**src/rtl/branch_predictor.sv**
```systemverilog
// IF-stage next-PC predictor: direct-mapped BTB plus 2-bit saturating counters.
// Define GSHARE_EN to XOR table indices with a non-speculative global history register.
module branch_predictor #(
    parameter int INDEX_BITS = 5
) (
    input  logic                  clk,
    input  logic                  reset,
    input  logic [31:0]           current_pc,
    output logic [31:0]           next_pc,
    output logic                  pred_taken,
    output logic [INDEX_BITS-1:0] pred_ghr,
    input  logic                  update_valid,
    input  logic                  update_is_branch,
    input  logic [31:0]           update_pc,
    input  logic                  update_taken,
    input  logic [31:0]           update_target,
    input  logic [INDEX_BITS-1:0] update_ghr
);
    localparam int ENTRIES = 1 << INDEX_BITS;
    localparam int TAG_W   = 30 - INDEX_BITS;

    logic [ENTRIES-1:0]             valid;
    logic [ENTRIES-1:0][TAG_W-1:0]  tag_q;
    logic [ENTRIES-1:0][31:0]       target_q;
    logic [ENTRIES-1:0][1:0]        ctr_q;
    logic [INDEX_BITS-1:0]          ghr, li, ui;
    logic                           hit;

`ifdef GSHARE_EN
    // History only moves on resolved conditional branches, never speculatively.
    always_ff @(posedge clk or negedge reset) begin
        if (!reset)
            ghr <= '0;
        else if (update_valid && update_is_branch)
            ghr <= {ghr[INDEX_BITS-2:0], update_taken};
    end

    assign li = current_pc[INDEX_BITS+1:2] ^ ghr;
    assign ui = update_pc[INDEX_BITS+1:2] ^ update_ghr;

    logic unused_bits;
    assign unused_bits = ^update_pc[1:0];
`else
    assign ghr = '0;
    assign li  = current_pc[INDEX_BITS+1:2];
    assign ui  = update_pc[INDEX_BITS+1:2];

    logic unused_bits;
    assign unused_bits = ^{update_ghr, update_pc[1:0]};
`endif

    // Lookup reads pre-update contents; valid clears asynchronously so reset forces pc+4.
    assign hit        = valid[li] && (tag_q[li] == current_pc[31:INDEX_BITS+2]);
    assign pred_taken = hit && ctr_q[li][1];
    assign next_pc    = pred_taken ? target_q[li] : current_pc + 32'd4;
    assign pred_ghr   = ghr;

    always_ff @(posedge clk or negedge reset) begin
        if (!reset) begin
            valid <= '0;
            ctr_q <= {ENTRIES{2'b01}};
        end else if (update_valid) begin
            if (update_taken)
                valid[ui] <= 1'b1;
            if (!update_is_branch)
                ctr_q[ui] <= 2'b11;
            else if (update_taken && ctr_q[ui] != 2'b11)
                ctr_q[ui] <= ctr_q[ui] + 2'd1;
            else if (!update_taken && ctr_q[ui] != 2'b00)
                ctr_q[ui] <= ctr_q[ui] - 2'd1;
        end
    end

    // Tags and targets need no reset: they are qualified by valid.
    always_ff @(posedge clk) begin
        if (update_valid && update_taken) begin
            tag_q[ui]    <= update_pc[31:INDEX_BITS+2];
            target_q[ui] <= update_target;
        end
    end
endmodule
```
**config.mk**
```make
export PLATFORM = sky130hd
export DESIGN_NAME = branch_predictor
export DESIGN_NICKNAME = d
export VERILOG_FILES = /design/src/rtl/branch_predictor.sv
export SDC_FILE = /design/constraint.sdc
export NUM_CORES = 2
export LEC_CHECK = 0
export CORE_ASPECT_RATIO = 1.1
export CORE_MARGIN = 2
export CORE_UTILIZATION = 60
export DETAILED_ROUTE_END_ITERATION = 16
export GPL_ROUTABILITY_DRIVEN = 0
export PLACE_DENSITY = 0.77
export SYNTH_ARGS = -nofsm -noshare
export SYNTH_HDL_FRONTEND = slang
export SYNTH_SLANG_ARGS = --single-unit
```
**constraint.sdc**
```tcl
create_clock -name clk -period 6.55 [get_ports clk]
set_input_delay 1.31 -clock clk [delete_from_list [all_inputs] [get_ports clk]]
set_output_delay 1.31 -clock clk [all_outputs]
set_load 0.01 [all_outputs]
```
==> impl_metrics.tcl <==
set metrics [dict create \
    yosysWarnings 0 \
    antenna_left 0 \
    postLayoutCellArea_mm2 0.08664 \
    power.leakage_nw 28.40 \
    drive_gt1_frac 0.3030 \
    syn_inst 3415 \
    hold_violations 0 \
    ir_drop_uv 310.3 \
    ctsHtreeMaxLevel 4 \
    grt_usage 0.3284 \
    setup.worst_path.end_class "primary output" \
    setup.worst_path.start_class "input pin" \
    rsz0062_at_grt "true" \
    wl_um 209300 \
    port_buffers 131 \
    maxCapViolations 0 \
    dpl.hpwl_um 109100 \
    setup_viol 2 \
    die_w_um 341.6 \
    status "complete, but fails checks" \
    register_area_mm2 0.05721 \
    io_pins 144 \
    slew_viol_final 0 \
    combPwrFrac 0.068 \
    grt.overflow.total 0 \
    async_reset_ff_frac 0.05000 \
    vias 39990 \
    p_sw_frac 0.2173 \
    fmax_ghz 0.1522 \
    clock_latency_ps 810 \
    grt_pass1_vias 40230 \
    cts_buffer_depth 3 \
    grt_max_degree 130 \
    worst-setup-path-type "input pin to primary output" \
    intPower_mw 20.18 \
    relSlewSlack 0.09283 \
    tritoncts "done" \
    seqPwrFrac 0.537 \
    ys.flop_type "edfxtp_1" \
    hp-class "input pin to async pin" \
    required_ps 5240 \
    finalWorstSetupSlack_ps -21.88 \
    worst_pin_slew_ps 1358 \
    ys_seq_elements 1920 \
    fillers 7122 \
    multi_input_area_mm2 0.01751 \
    synth_area_mm2 0.07524 \
    violations "negative setup slack" \
    final_common_cell "edfxtp_1" \
    first_pass_iters 6 \
    drc 0 \
    core_mm2 0.1247 \
    powerDensity_mw_per_mm2 297.6 \
    fp-row-count 136 \
    avgSynthCellArea_um2 22.03 \
    finalNetCount 3938 \
    finalPower_mw 25.79 \
    period_share 1.003 \
    antenna_found_initial 13 \
    clkPwrFrac 0.395 \
    place_area_mm2 0.08036 \
    synth_edf_count 1824 \
    drt-vias-per-instance 7.097 \
    root_buffer "clkbuf_16" \
    ys_types 73 \
    period_needed_ps 6572 \
    grt_first_pass_wirelength_um 292900 \
    final_util 0.6946 \
    fp.dieH_um 375.4 \
    final_cell_mix "edfxtp_1 (1824), mux4_2 (503), buf_4 (226), clkbuf_16 (191), mux2i_1 (158)" \
    drt_iter0_markers 6596 \
    start_util 0.6032 \
    clkTransAtPathRegs_ps 60 \
    die-area_mm2 0.1283 \
    worstPathMaxFanout 9 \
    p_switching_mw 5.604 \
    fin_tns_setup_ps -38.02 \
    ys_seq_area_frac 0.7604 \
    wire_per_inst_um 37.13 \
    area_delta_synth_final_pct 15.15 \
    skew_ps 10.70 \
    arrival_ps 5260 \
    hold_buffers 0 \
    clock_sinks 1920 \
    tritoncts.num_buffers 183 \
]
## worst max-delay path, cell delays in order
cell and delay [ps]:
buf_8 140, buf_12 160, or3b_1 400, buf_4 200, o22ai_1 320, a2111oi_2 100, a31oi_1 250, xor2_1 190
or4b_4 600, nor4_4 150, buf_4 180, nand3_4 180, buf_16 220, buf_4 160, buf_4 140, mux2i_4 170
buf_4 190, dlymetal6s2s_1 170
## repair_timing
action / CTS / global route
setup endpoints to repair: 31 / 31
gates resized for setup: 21 / 58
cloned: 0 / 4
endpoints found under the hold margin: 0 / 0
setup buffers: 0 / 29
pin swaps: 1 / 12
## registers in the layout (all words and copies together), names as in the netlist
name	count
ctr_q	64
tag_q	800
target_q	1024
valid	32
## synth_stat cells (23+ instances only)
master,instances,share of area
nand3_1,26,0.0017
mux2i_1,168,0.022
nand2_1,109,0.0054
nor2_1,70,0.0035
a22oi_1,32,0.0032
mux2_2,34,0.0051
or2_2,32,0.0027
xor2_1,29,0.0034
clkbuf_1,83,0.0041
dfstp_2,32,0.011
mux4_2,503,0.15
edfxtp_1,1824,0.73
a21oi_1,23,0.0015
dfrtp_1,64,0.021
buf_2,54,0.0036
o21ai_0,33,0.0022
## power groups by stage
stage	logic (mW)	clock network (mW)	registers (mW)
6_report	1.76	10.2	13.8
5_1_grt	1.85	10.7	13.9
4_1_cts	1.71	10.2	13.8
3_5_place_dp	1.68	0	14.1
3_3_place_gp	1.64	0	14.1
2_1_floorplan	1.00	0	14.0
## path summary, 6_finish.rpt
check / start / to / slack (ps) / depth (start not counted)
min in group clk: valid[1] / valid[1] / 460 / 1
setup reg to reg: ctr_q[38] / ctr_q[12] / 3100 / 10
max in group asynchronous: reset / ctr_q[35] / 4910 / 2
hold reg to reg: valid[1] / valid[1] / 460 / 1
hold / removal: reset / ctr_q[11] / 320 / 1
setup / recovery: current_pc[2] / next_pc[15] / -20 / 18
## per-stage QoR
stage	std cells	setup WS (ps)	hold WS (ps)
floorplan	3419	768.2	433.7
global placement	5267	-138.9	445.6
detailed placement	5267	-172.0	449.3
CTS	5596	-26.92	294.0
global route	5630	-63.13	317.0
finish	5635	-21.88	324.4
## routing by layer
metal | vias up | global-route usage | routed length, µm
li1 | 15200 | - | -
met1 | 20790 | 0.4529 | 71870
met2 | 3420 | 0.5073 | 99990
met3 | 563 | 0.08824 | 28900
met4 | 12 | 0.1309 | 8403
met5 | - | 0 | 83
## layout make-up
type	count	area share
sequential	1920	0.6604
multi-input combinational	1306	0.2021
clock buffer	234	0.05652
timing repair buffer	411	0.04776
tap	1656	0.02392
clock inverter	95	0.008795
inverter	7	0.0003899
antenna	6	0.0001733
## cells by family after synthesis
group / after synthesis / share of synthesized area
XOR/XNOR: 44 / 0.005122
flip-flops: 1920 / 0.7604
adder cells (fa/ha/maj): 3 / 0.0004989
multiplexers: 709 / 0.1787
AND/OR/NAND/NOR: 340 / 0.02278
AO/OA/AOI/OAI: 205 / 0.01952
buffers and inverters: 193 / 0.01287
other: 1 / 0.00004984
No activity file was read; power rests on OpenSTA's default activity.
